$ cat config.mk
export PLATFORM = sky130hd
export DESIGN_NAME = pooling_ctrl
export DESIGN_NICKNAME = d
export VERILOG_FILES = /design/src/rtl/cnn_pkg.sv /design/src/rtl/pooling_watchdog.sv /design/src/rtl/pooling_ctrl.sv
export SDC_FILE = /design/constraint.sdc
export NUM_CORES = 1
export LEC_CHECK = 0
export ABC_AREA = 1
export CAP_MARGIN = 30
export CORE_MARGIN = 2
export CORE_UTILIZATION = 44
export DETAILED_ROUTE_END_ITERATION = 6
export PLACE_DENSITY = 0.77
export SLEW_MARGIN = 20
export SYNTH_ARGS = -nofsm -noshare
export SYNTH_HDL_FRONTEND = slang
export SYNTH_SLANG_ARGS = --single-unit
$ cat constraint.sdc
create_clock -name clk -period 1.75 [get_ports clk]
set_input_delay 0.2625 -clock clk [delete_from_list [all_inputs] [get_ports clk]]
set_output_delay 0.2625 -clock clk [all_outputs]
set_load 0.05 [all_outputs]
$ cat src/rtl/cnn_pkg.sv
// Shared types and sizing for the pooling sequencer and the 2x2 max-pooling engine.
package cnn_pkg;

   localparam int N_DEF  = 8;
   localparam int DW_DEF = 16;
   localparam int AW_DEF = 16;
   localparam int NSAMP  = N_DEF * N_DEF;
   localparam int NPOOL  = (N_DEF / 2) * (N_DEF / 2);

   typedef enum logic [2:0] {
      ST_IDLE   = 3'd0,
      ST_LOAD   = 3'd1,
      ST_SETTLE = 3'd2,
      ST_POOL   = 3'd3,
      ST_FIN    = 3'd4
   } state_e;

   function automatic int nsamp_of(input int n);
      return n * n;
   endfunction

endpackage

$ cat src/rtl/pooling_watchdog.sv
// Loadable down-counter; expire_o flags the last permitted decrementing cycle.
module pooling_watchdog #(
   parameter int TIMEOUT = 1024
) (
   input  logic clk,
   input  logic reset_n,
   input  logic load_i,
   input  logic dec_i,
   output logic expire_o
);

   localparam int CW = $clog2(TIMEOUT + 1);

   logic [CW-1:0] cnt_q, cnt_d;

   // next count: reload, or step down while armed
   always_comb begin
      cnt_d = cnt_q;
      if (load_i) begin
         cnt_d = CW'(TIMEOUT);
      end else if (dec_i && (cnt_q != '0)) begin
         cnt_d = cnt_q - CW'(1);
      end else begin
         cnt_d = cnt_q;
      end
   end

   // count register
   always_ff @(posedge clk) begin
      if (!reset_n) begin
         cnt_q <= '0;
      end else begin
         cnt_q <= cnt_d;
      end
   end

   assign expire_o = dec_i && (cnt_q == CW'(1));

endmodule

$ cat src/rtl/pooling_ctrl.sv
// Sequencer for the 2x2 max-pooling engine: loads N*N samples, runs pooling,
// writes pooled results to base+addr and reports done or a timeout error.
module pooling_ctrl
   import cnn_pkg::*;
#(
   parameter int N       = N_DEF,
   parameter int DW      = DW_DEF,
   parameter int AW      = AW_DEF,
   parameter int TIMEOUT = 1024
) (
   input  logic          clk,
   input  logic          reset_n,
   input  logic          start,
   input  logic [AW-1:0] out_base,
   input  logic          conv_valid,
   input  logic [DW-1:0] conv_data,
   output logic          en_reg,
   output logic          en_pooling,
   output logic [DW-1:0] conv_out,
   input  logic [DW-1:0] pooling_out,
   input  logic [AW-1:0] addr,
   input  logic          done_pooling,
   output logic          wr_en,
   output logic [AW-1:0] wr_addr,
   output logic [DW-1:0] wr_data,
   output logic          busy,
   output logic          done,
   output logic          err
);

   localparam int NS  = nsamp_of(N);
   localparam int SCW = $clog2(NS + 1);

   state_e        state_q, state_d;
   logic [SCW-1:0] cnt_q, cnt_d;
   logic [AW-1:0] base_q, base_d;
   logic          en_reg_q, en_reg_d;
   logic          en_pool_q, en_pool_d;
   logic [DW-1:0] conv_out_q, conv_out_d;
   logic          wr_en_q, wr_en_d;
   logic [AW-1:0] wr_addr_q, wr_addr_d;
   logic [DW-1:0] wr_data_q, wr_data_d;
   logic          busy_q, busy_d;
   logic          done_q, done_d;
   logic          err_q, err_d;
   logic          wd_load_s, wd_dec_s, wd_expire_s;

   pooling_watchdog #(.TIMEOUT(TIMEOUT)) u_wd (
      .clk      (clk),
      .reset_n  (reset_n),
      .load_i   (wd_load_s),
      .dec_i    (wd_dec_s),
      .expire_o (wd_expire_s)
   );

   // next-state and registered-output decode
   always_comb begin
      state_d    = state_q;
      cnt_d      = cnt_q;
      base_d     = base_q;
      en_reg_d   = 1'b0;
      conv_out_d = conv_out_q;
      wr_en_d    = 1'b0;
      wr_addr_d  = wr_addr_q;
      wr_data_d  = wr_data_q;
      err_d      = err_q;
      wd_load_s  = 1'b0;
      wd_dec_s   = 1'b0;
      case (state_q)
         ST_IDLE: begin
            if (start) begin
               base_d  = out_base;
               cnt_d   = '0;
               err_d   = 1'b0;
               state_d = ST_LOAD;
            end else begin
               state_d = ST_IDLE;
            end
         end
         ST_LOAD: begin
            if (conv_valid) begin
               en_reg_d   = 1'b1;
               conv_out_d = conv_data;
               cnt_d      = cnt_q + SCW'(1);
               if (cnt_q == SCW'(NS - 1)) begin
                  state_d = ST_SETTLE;
               end else begin
                  state_d = ST_LOAD;
               end
            end else begin
               state_d = ST_LOAD;
            end
         end
         ST_SETTLE: begin
            wd_load_s = 1'b1;
            state_d   = ST_POOL;
         end
         ST_POOL: begin
            wd_dec_s = 1'b1;
            if (done_pooling) begin
               state_d = ST_FIN;
            end else begin
               wr_en_d   = 1'b1;
               wr_data_d = pooling_out;
               wr_addr_d = base_q + addr;
               // a timed-out frame still forwards its final engine output
               if (wd_expire_s) begin
                  err_d   = 1'b1;
                  state_d = ST_IDLE;
               end else begin
                  state_d = ST_POOL;
               end
            end
         end
         ST_FIN: begin
            state_d = ST_IDLE;
         end
         default: begin
            state_d = ST_IDLE;
         end
      endcase
      en_pool_d = (state_d == ST_POOL);
      busy_d    = (state_d != ST_IDLE);
      done_d    = (state_d == ST_FIN);
   end

   // state and output registers
   always_ff @(posedge clk) begin
      if (!reset_n) begin
         state_q    <= ST_IDLE;
         cnt_q      <= '0;
         base_q     <= '0;
         en_reg_q   <= 1'b0;
         en_pool_q  <= 1'b0;
         conv_out_q <= '0;
         wr_en_q    <= 1'b0;
         wr_addr_q  <= '0;
         wr_data_q  <= '0;
         busy_q     <= 1'b0;
         done_q     <= 1'b0;
         err_q      <= 1'b0;
      end else begin
         state_q    <= state_d;
         cnt_q      <= cnt_d;
         base_q     <= base_d;
         en_reg_q   <= en_reg_d;
         en_pool_q  <= en_pool_d;
         conv_out_q <= conv_out_d;
         wr_en_q    <= wr_en_d;
         wr_addr_q  <= wr_addr_d;
         wr_data_q  <= wr_data_d;
         busy_q     <= busy_d;
         done_q     <= done_d;
         err_q      <= err_d;
      end
   end

   assign en_reg     = en_reg_q;
   assign en_pooling = en_pool_q;
   assign conv_out   = conv_out_q;
   assign wr_en      = wr_en_q;
   assign wr_addr    = wr_addr_q;
   assign wr_data    = wr_data_q;
   assign busy       = busy_q;
   assign done       = done_q;
   assign err        = err_q;

endmodule
==> impl_metrics.py, run 1 <==
metrics = {
    "worst_setup_path": {
        "r2r_slack_ns": 0.08,
        "arrival_ns": 1.98,
        "rr_endpoint": "wr_addr[10]",
        "slowest_delay_ns": 0.43,
        "end_kind": "flop",
        "required_ns": 2.03,
        "reg2reg_from": "base_q[0]",
        "path_common_cell": "nand2_1",
        "endpoint": "wr_addr[13]",
        "path_cells": "clkdlybuf4s50_1, ha_1, or2_2, nand3b_1, nand2_2, nand2_1, nand2_1, nand2_1, nand3_1, nand2_1, inv_1",
        "r2r_cells": 11,
        "critPathKind": "in -> reg",
        "cp-start-kind": "input port",
        "critPathMaxFanout": 3,
        "crit_start": "addr[2]",
        "critPathSlowestCell": "clkdlybuf4s50_1",
    },
    "logic_synthesis": {
        "synthArstFlopShare": 0,
        "yosys_most_used_dff": "dfxtp_1",
        "synth-seq-area-share": 0.405,
        "synth.area.top_cells": "dfxtp_1 (41%), nand2_1 (14%), nor2_1 (10%)",
        "synth_area_per_cell_um2": 6.80,
        "synth_area_um2": 4490,
        "synth_nets": 750,
        "yosys.cell_count.top_type": "nand2_1",
        "synth_edf_count": 0,
        "ys_ff_latch": 91,
        "synth_top_area_cell": "dfxtp_1",
        "syn_inst": 661,
        "yosysWarningCount": 0,
        "synth_commonest_cells": "nand2_1 (162), nor2_1 (125), dfxtp_1 (91)",
        "yosysTopAreaCellShare": 0.405,
        "synth_cell_type_count": 34,
    },
    "drt": {
        "ant_nets": 0,
        "routedWlPerCell_um": 12.5,
        "drc": 0,
        "totalWireLength_mm": 11.8,
        "dr.pass1.iters": 4,
        "dr_total_vias": 4591,
        "vias_per_cell": 4.84,
        "drtIter0Drc": 175,
    },
    "final_layout": {
        "final_core_util": 0.632,
        "nets": 899,
        "stdcell_area_um2": 6230,
        "diodes": 0,
        "area_delta_synth_final_pct": 38.7,
        "fin_cells": 948,
        "drive_gt1_frac": 0.135,
    },
    "sta": {
        "finalCritPeriodShare": 0.970,
        "layout_setup_ws_ns": 0.0530,
        "rsz0062_at_grt": "yes",
        "tightest_slew_ns": 0.660,
        "fin_crit_ns": 1.70,
        "fmax_mhz": 589,
        "slew_headroom": 0.559,
        "whs_ns": 0.449,
        "setup_tns_ns": 0,
        "fin_worst_skew_ns": 0.0119,
        "hold_viol": 0,
        "setup_viol": 0,
        "maxSlewViolCount": 0,
    },
    "clock_tree": {
        "cts_tree": "done",
        "clockRootBuffer": "clkbuf_8",
        "holdBufCountCts": 0,
        "cts_buffers": 9,
        "cts.reportedPaths.clkPinSlew_ns": 0.10,
        "clockBufferDepth": 2,
        "cts_sinks": 91,
        "insertion_delay_ns": 0.37,
        "htree_levels": 3,
    },
    "die": {
        "die_area_um2": 11000,
        "dieWidth_um": 105,
        "die_h_um": 105,
        "start_util": 0.455,
        "core-area_um2": 9860,
        "io-pin-count": 123,
        "rows": 36,
    },
    "placed_design": {
        "dp_cells": 931,
        "detailedPlace.worstSlack_ns": -0.364,
        "io_buffer_count": 122,
        "routabilityCongestion": 0.912,
        "dp_hpwl_mm": 8.79,
        "placed_cell_area_um2": 5960,
    },
    "power_and_ir_drop": {
        "p_per_area_nw_per_um2": 762,
        "p_leak_nw": 3.10,
        "peakVddDrop_mv": 0.366,
        "finalPower_mw": 4.75,
    },
    "global_routing": {
        "grt_pass1_wl_mm": 19.5,
        "grt-ovfl-total": 0,
        "antenna_found_initial": 0,
        "grt_max_degree": 38,
        "grtUsageTotal": 0.214,
        "grt_pass1_vias": 4418,
    },
    "status": {
        "status": "complete, no violations",
    },
    "flow_run": {
        "max-cap-violations": 0,
    },
    "hold_path": {
        "hp-class": "in -> reg",
    },
}
==> layout by cell type (no fill, tap or decap), types with 11 or more instances in the layout <==
cell type          n
o21ai_0           42
clkdlybuf4s50_1   68
ha_1              16
nor2_1           125
dlygate4sd2_1     25
inv_1             75
dfxtp_1           89
nand2_1          159
nand3_1           34
buf_4             66
clkbuf_8          11
a21oi_1           38
==> worst max-delay path, delay by kind of cell <==
kind          cells  cell delay, ns
buf+inv           2            0.46
simple gates      8            0.91
fa+ha+maj         1            0.34
==> repair_timing <==
| action | CTS | global route |
|---|---|---|
| gates resized for setup | 25 | 13 |
| buffers inserted | 0 | 1 |
| pin swaps | 0 | 1 |
| endpoints found under the setup margin | 25 | 9 |
==> layer usage <==
layer  wire length [um]  GRT usage  up-vias
met5                  0          0        -
met4                223     0.0981        0
met3                624     0.0418       17
met2               5880      0.372      103
met1               5090      0.252     2097
li1                   -          -     2374
==> power breakdown <==
group / switching (mW) / internal [mW] / leakage (nW) / total, mW
combinational: 0.476 / 0.430 / 2.25 / 0.906
sequential: 0.0328 / 2.12 / 0.739 / 2.16
clock: 0.795 / 0.888 / 0.112 / 1.68
==> area by class of cell <==
cell class,count,area [um2]
clock buffers,11,151
clock inverters,5,83.8
fillers,932,3630
inverters,82,308
multi-input cells,467,2300
flip-flops and latches,91,1820
well taps,133,166
repair buffers,159,1400
==> worst min-delay path by stage <==
stage,slack (ns),start,cells past startpoint,to
6_report,0.45,conv_data[8],3,conv_out[8]
5_1_grt,0.44,conv_data[8],3,conv_out[8]
4_1_cts,0.43,conv_data[8],3,conv_out[8]
3_5_place_dp,0.46,conv_out[2],2,conv_out[2]
3_3_place_gp,0.45,conv_out[9],2,conv_out[9]
2_1_floorplan,0.40,pooling_out[10],2,wr_data[10]
==> logic make-up after synthesis <==
group / after synthesis / share of synthesized area
fa+ha+maj: 20 / 0.0574
simple gates: 346 / 0.320
xor+xnor: 8 / 0.0156
compound gates: 93 / 0.107
flops: 91 / 0.405
buf+inv: 103 / 0.0947
(Power assumes the default switching activity.)
==> inputs of run 2 (changes only) <==
--- a/config.mk
+++ b/config.mk
@@ -5,12 +5,12 @@
 export SDC_FILE = /design/constraint.sdc
 export NUM_CORES = 1
 export LEC_CHECK = 0
-export ABC_AREA = 1
 export CAP_MARGIN = 30
 export CORE_MARGIN = 2
-export CORE_UTILIZATION = 44
+export CORE_UTILIZATION = 43
 export DETAILED_ROUTE_END_ITERATION = 6
 export PLACE_DENSITY = 0.77
+export RECOVER_POWER = 25
 export SLEW_MARGIN = 20
 export SYNTH_ARGS = -nofsm -noshare
 export SYNTH_HDL_FRONTEND = slang
==> run 2 against run 1 <==
Compared with the run above: the flow now finishes with violations (negative setup slack); combinational power shrank 2.6%; register-to-register slack got worse by 0.68 ns; clock skew rose by 0.0025 ns; maximum frequency is 28% lower; synthesized area down 7.4%; sequential share of layout area fell by 0.74 points; via count is 8.1% lower; cell area rose by 3.0%; utilization is 5.7 points higher.
==> impl_metrics.py, run 2 <==
metrics = {
    "logic_synthesis": {
        "synth_top_family_by_area": "simple AND/OR/NAND/NOR gates",
        "synthAdderAreaFrac": 0.0620,
        "synth_cell_type_count": 49,
        "synth_nets": 595,
        "synth_compound_gate_area_share": 0.178,
        "synthArstFlopShare": 0,
        "yosys_most_used_dff": "dfxtp_1",
        "yosys.cell_count.top_type": "nand2_1",
        "synth_mux_area_frac": 0.00481,
        "synth-xor-area-share": 0.0463,
        "syn_inst": 506,
        "synth_area_um2": 4160,
        "yosysTopAreaCellShare": 0.438,
        "synth-seq-area-share": 0.438,
        "synth_area_per_cell_um2": 8.22,
        "synth-simple-area-share": 0.238,
        "yosysWarningCount": 0,
        "synth_commonest_cells": "nand2_1 (128), dfxtp_1 (91), a21oi_1 (48)",
        "synth_edf_count": 0,
        "synth_top_area_cell": "dfxtp_1",
        "ys_ff_latch": 91,
        "synth.area.top_cells": "dfxtp_1 (44%), nand2_1 (12%), a21oi_1 (5.8%)",
    },
    "global_routing": {
        "grt_pass1_vias": 4238,
        "grt_max_degree": 34,
        "grt_pass1_wl_mm": 19.5,
        "antenna_found_initial": 0,
        "grtUsageTotal": 0.235,
        "grt-ovfl-total": 0,
    },
    "power_and_ir_drop": {
        "peakVddDrop_mv": 0.460,
        "p_leak_nw": 2.64,
        "p_per_area_nw_per_um2": 722,
    },
    "worst_setup_path": {
        "required_ns": 2.00,
        "cp-start-kind": "input port",
        "critPathKind": "in -> reg",
        "critPathMaxFanout": 4,
        "arrival_ns": 2.61,
        "end_kind": "flop",
    },
    "final_layout": {
        "area_delta_synth_final_pct": 54.3,
        "final_core_util": 0.688,
        "stdcell_area_um2": 6420,
        "filler_cell_count": 747,
        "nets": 772,
        "diodes": 0,
        "layout_commonest_cell": "nand2_1",
        "drive_gt1_frac": 0.208,
        "layout_common_cells": "nand2_1 (126), dfxtp_1 (85), clkdlybuf4s50_1 (66), buf_4 (55), dlygate4sd2_1 (40)",
    },
    "drt": {
        "drtIter0Drc": 123,
        "vias_per_cell": 5.17,
        "routedWlPerCell_um": 15.0,
        "totalWireLength_mm": 12.3,
        "dr.pass1.iters": 5,
        "drc": 0,
        "ant_nets": 0,
        "dr_total_vias": 4220,
    },
    "clock_tree": {
        "htree_levels": 3,
        "cts_buffers": 9,
        "cts_sinks": 91,
        "clockBufferDepth": 2,
        "clockRootBuffer": "clkbuf_8",
        "holdBufCountCts": 0,
        "cts.reportedPaths.clkPinSlew_ns": 0.09,
        "cts_tree": "done",
        "insertion_delay_ns": 0.36,
    },
    "placed_design": {
        "placed_cell_area_um2": 5880,
        "detailedPlace.worstSlack_ns": -1.05,
        "dp_hpwl_mm": 8.17,
        "routabilityCongestion": 0.925,
        "io_buffer_count": 122,
    },
    "die": {
        "dieWidth_um": 102,
        "die_h_um": 102,
        "start_util": 0.446,
        "core-area_um2": 9330,
        "io-pin-count": 123,
        "die_area_um2": 10500,
        "rows": 35,
    },
    "sta": {
        "tightest_slew_ns": 0.625,
        "finalCritPeriodShare": 1.35,
        "fmax_mhz": 424,
        "maxSlewViolCount": 0,
        "slew_headroom": 0.585,
        "setup_viol": 18,
        "setup_tns_ns": -4.19,
        "fin_worst_skew_ns": 0.0144,
        "fin_crit_ns": 2.36,
        "hold_viol": 0,
        "rsz0062_at_grt": "yes",
        "layout_setup_ws_ns": -0.610,
    },
    "status": {
        "violations": "negative setup slack",
        "status": "finished with violations",
    },
    "hold_path": {
        "hp-class": "in -> reg",
    },
    "flow_run": {
        "max-cap-violations": 0,
    },
}
## run 2: critical path: stages
cell and delay [ns]:
clkdlybuf4s50_1 0.44, ha_4 0.18, fa_2 0.34, a21o_1 0.20, a311o_2 0.35, a221oi_4 0.35, buf_4 0.18, o21ai_2 0.06
mux2i_1 0.18, o21ai_1 0.07
## run 2: per-stage QoR
step	hold slack (ns)	instances	total power [mW]
3_3_place_gp	0.441	787	2.94
6_report	0.359	817	4.64
4_1_cts	0.345	814	4.63
2_1_floorplan	0.391	506	2.59
3_5_place_dp	0.448	787	2.96
5_1_grt	0.374	817	4.82
## run 2: worst paths after layout
check	startpoint	end	slack [ns]	cells past startpoint
setup reg to reg	base_q[0]	wr_addr[12]	-0.60	9
setup / recovery	addr[0]	wr_addr[12]	-0.61	10
hold / removal	reset_n	wr_addr[12]	0.36	3
hold reg to reg	conv_out[9]	conv_out[9]	0.46	2
## run 2: cell type report
class | count | area [um2] | area share
multi-input combinational | 382 | 2520 | 0.393
sequential | 91 | 1830 | 0.285
timing repair buffer | 192 | 1660 | 0.258
tap | 129 | 161 | 0.0251
clock buffer | 9 | 124 | 0.0193
clock inverter | 7 | 98.8 | 0.0154
inverter | 7 | 26.3 | 0.00409
## run 2: cell families after synthesis
logic type	Yosys count
simple gates	220
fa+ha+maj	20
compound gates	117
mux	2
flops	91
xor+xnor	22
buf+inv	34
## run 2: what timing repair did
action,in CTS,in global routing
cloned,1,0
setup buffers,11,5
endpoints found under the setup margin,64,29
pin swaps,39,28
gates resized for setup,92,26
## run 2: report_power, final
group	switching, mW	leakage, nW	internal [mW]
clock network	0.795	0.110	0.815
logic	0.441	1.79	0.441
registers	0.0303	0.740	2.11
total	1.27	2.64	3.37
## run 2: metal layers
metal,track usage,share of wire,vias up
li1,-,-,2085
met1,0.270,0.41,1980
met2,0.434,0.51,135
met3,0.0486,0.063,20
met4,0.0759,0.017,0
met5,0,0,-
==> inputs of run 3 (changes only) <==
--- a/config.mk
+++ b/config.mk
@@ -7,9 +7,11 @@
 export LEC_CHECK = 0
 export CAP_MARGIN = 30
 export CORE_MARGIN = 2
-export CORE_UTILIZATION = 43
+export CORE_UTILIZATION = 50
+export CTS_CLUSTER_SIZE = 14
 export DETAILED_ROUTE_END_ITERATION = 6
-export PLACE_DENSITY = 0.77
+export DONT_BUFFER_PORTS = 1
+export PLACE_DENSITY = 0.68
 export RECOVER_POWER = 25
 export SLEW_MARGIN = 20
 export SYNTH_ARGS = -nofsm -noshare
==> run 3 against run 2 <==
Compared with the run above: the run still ends with negative setup slack left; worst hold slack worse by 0.34 ns; total power fell by 11%; clock-buffer cell count is the same; cell count shrank 21%; register-to-register slack improved by 0.12 ns; largest cell class unchanged.
==> impl_metrics.py, run 3 (synthesis gave the netlist of run 2 again) <==
metrics = {
    "hold_path": {
        "hold_depth": 2,
        "hp-class": "in -> reg",
        "hold_end": "base_q[0]",
        "min_from": "out_base[0]",
    },
    "final_layout": {
        "layout_commonest_cell": "nand2_1",
        "filler_cell_count": 691,
        "drive_gt1_frac": 0.191,
        "diodes": 0,
        "stdcell_area_um2": 4990,
        "area_delta_synth_final_pct": 19.9,
        "multiInputGateArea_um2": 2430,
        "layout_common_cells": "nand2_1 (125), dfxtp_1 (88), a21oi_1 (41), buf_4 (36), nor2_1 (26)",
        "nets": 624,
        "regArea_um2": 1830,
    },
    "drt": {
        "drc": 0,
        "routedWlPerCell_um": 14.9,
        "drtIter0Drc": 106,
        "ant_nets": 0,
        "dr_total_vias": 3530,
        "vias_per_cell": 5.48,
        "totalWireLength_mm": 9.58,
        "dr.pass1.iters": 4,
    },
    "worst_setup_path": {
        "r2r_cells": 8,
        "cp_num_buf_inv": 0,
        "rr_endpoint": "wr_addr[14]",
        "slowest_delay_ns": 0.35,
        "required_ns": 2.06,
        "critPathKind": "reg -> reg",
        "path_cells": "ha_4, fa_2, a21o_1, a311o_2, a221oi_4, a211oi_2, or3_1, nand3_1",
        "arrival_ns": 2.53,
        "reg2reg_from": "base_q[0]",
        "critPathSlowestCell": "dfxtp_2",
        "end_kind": "flop",
        "cp-start-kind": "flop",
        "r2r_slack_ns": -0.48,
        "critPathMaxFanout": 4,
        "critPathTopFamily": "compound AO/OA/AOI/OAI gates",
    },
    "die": {
        "die_h_um": 95.2,
        "dieWidth_um": 95.2,
        "die_area_um2": 9070,
        "start_util": 0.511,
        "io-pin-count": 123,
        "core-area_um2": 8130,
        "rows": 33,
    },
    "placed_design": {
        "placed_cell_area_um2": 4550,
        "dp_hpwl_mm": 6.81,
        "detailedPlace.worstSlack_ns": -0.613,
        "io_buffer_count": 0,
        "routabilityCongestion": 0.926,
    },
    "power_and_ir_drop": {
        "pwr-share-seq": 0.537,
        "p_clk_frac": 0.343,
        "finalPower_mw": 4.11,
        "p_switching_mw": 1.11,
        "p_int_mw": 3.00,
        "p_comb_frac": 0.120,
        "sw_frac_of_total": 0.271,
        "peakVddDrop_mv": 0.362,
        "p_leak_nw": 1.87,
        "p_per_area_nw_per_um2": 823,
    },
    "sta": {
        "layout_setup_ws_ns": -0.475,
        "fin_worst_skew_ns": 0.0115,
        "hold_viol": 0,
        "setup_viol": 18,
        "tightest_slew_ns": 0.561,
        "rsz0062_at_grt": "yes",
        "slew_headroom": 0.626,
        "fmax_mhz": 449,
        "fin_crit_ns": 2.23,
        "finalCritPeriodShare": 1.27,
        "maxSlewViolCount": 0,
    },
    "clock_tree": {
        "clockBufferDepth": 2,
        "cts_buffers": 9,
        "cts.reportedPaths.clkPinSlew_ns": 0.09,
        "cts_tree": "done",
        "insertion_delay_ns": 0.36,
        "clockRootBuffer": "clkbuf_8",
        "cts_sinks": 91,
        "htree_levels": 3,
    },
    "global_routing": {
        "grt_pass1_wl_mm": 15.3,
        "grt_max_degree": 57,
        "grt-ovfl-total": 0,
        "grt_pass1_vias": 3408,
        "grtUsageTotal": 0.215,
        "antenna_found_initial": 0,
    },
    "flow_run": {
        "max-cap-violations": 0,
    },
    "status": {
        "status": "finished with violations",
        "violations": "negative setup slack",
    },
}
-- run 3: changes by cell type in the layout (fill, tap and decap cells not counted), moves of 7 or more --
| cell | change |
|---|---|
| clkdlybuf4s50_1 | -66 |
| dlygate4sd2_1 | -40 |
| buf_4 | -19 |
| clkbuf_1 | -17 |
| buf_6 | -7 |
-- run 3: worst register-to-register path, cell delays in order (launching register included) --
cell and delay, ns:
dfxtp_2 0.35, ha_4 0.16, fa_2 0.34, a21o_1 0.19, a311o_2 0.35, a221oi_4 0.30
a211oi_2 0.12, or3_1 0.31, nand3_1 0.06
-- run 3: worst max-delay path by stage --
stage	startpoint	endpoint	slack, ns	depth (start not counted)
detailed placement	base_q[0]	wr_addr[14]	-0.61	8
global route	base_q[0]	wr_addr[14]	-0.58	8
global placement	base_q[0]	wr_addr[14]	-0.60	8
CTS	base_q[0]	wr_addr[14]	-0.49	8
finish	base_q[0]	wr_addr[14]	-0.48	8
floorplan	base_q[0]	wr_addr[14]	-0.53	8
-- run 3: per-stage QoR --
step | std cells | hold WS [ns] | util | setup TNS, ns
6_report | 644 | 0.0174 | 0.613 | -2.21
5_1_grt | 644 | 0.000930 | 0.613 | -5.09
4_1_cts | 644 | 0.000859 | 0.604 | -2.27
3_5_place_dp | 622 | 0.390 | 0.559 | -4.23
3_3_place_gp | 622 | 0.388 | 0.559 | -3.12
2_1_floorplan | 506 | 0.391 | - | -1.78
-- run 3: what timing repair did --
item                                    in CTS  in global routing
hold buffers                                 0                  1
gates cloned                                 1                  0
pin swaps                                   26                 23
endpoints found under the setup margin      26                 36
buffers inserted                             7                  2
resized for setup                           33                 17
endpoints found under the hold margin        0                  2
-- run 3: layer usage --
| layer | up-vias | wire, um | GRT usage |
|---|---|---|---|
| li1 | 1782 | - | - |
| met1 | 1635 | 4050 | 0.251 |
| met2 | 93 | 4690 | 0.364 |
| met3 | 20 | 619 | 0.0617 |
| met4 | 0 | 225 | 0.0978 |
| met5 | - | 0 | 0 |
-- run 3: area by class of cell --
class	count	area share
Multi-Input combinational cell	382	0.487
Tap cell	105	0.0263
Clock buffer	9	0.0248
Timing Repair Buffer	44	0.0773
Clock inverter	6	0.0135
Sequential cell	91	0.366
Inverter	7	0.00527
-- run 3: power by group through the flow --
stage / logic, mW / clock network, mW / registers, mW
floorplan: 0.338 / 0 / 2.25
global placement: 0.437 / 0 / 2.25
detailed placement: 0.449 / 0 / 2.26
CTS: 0.479 / 1.44 / 2.21
global route: 0.550 / 1.53 / 2.21
finish: 0.494 / 1.41 / 2.21
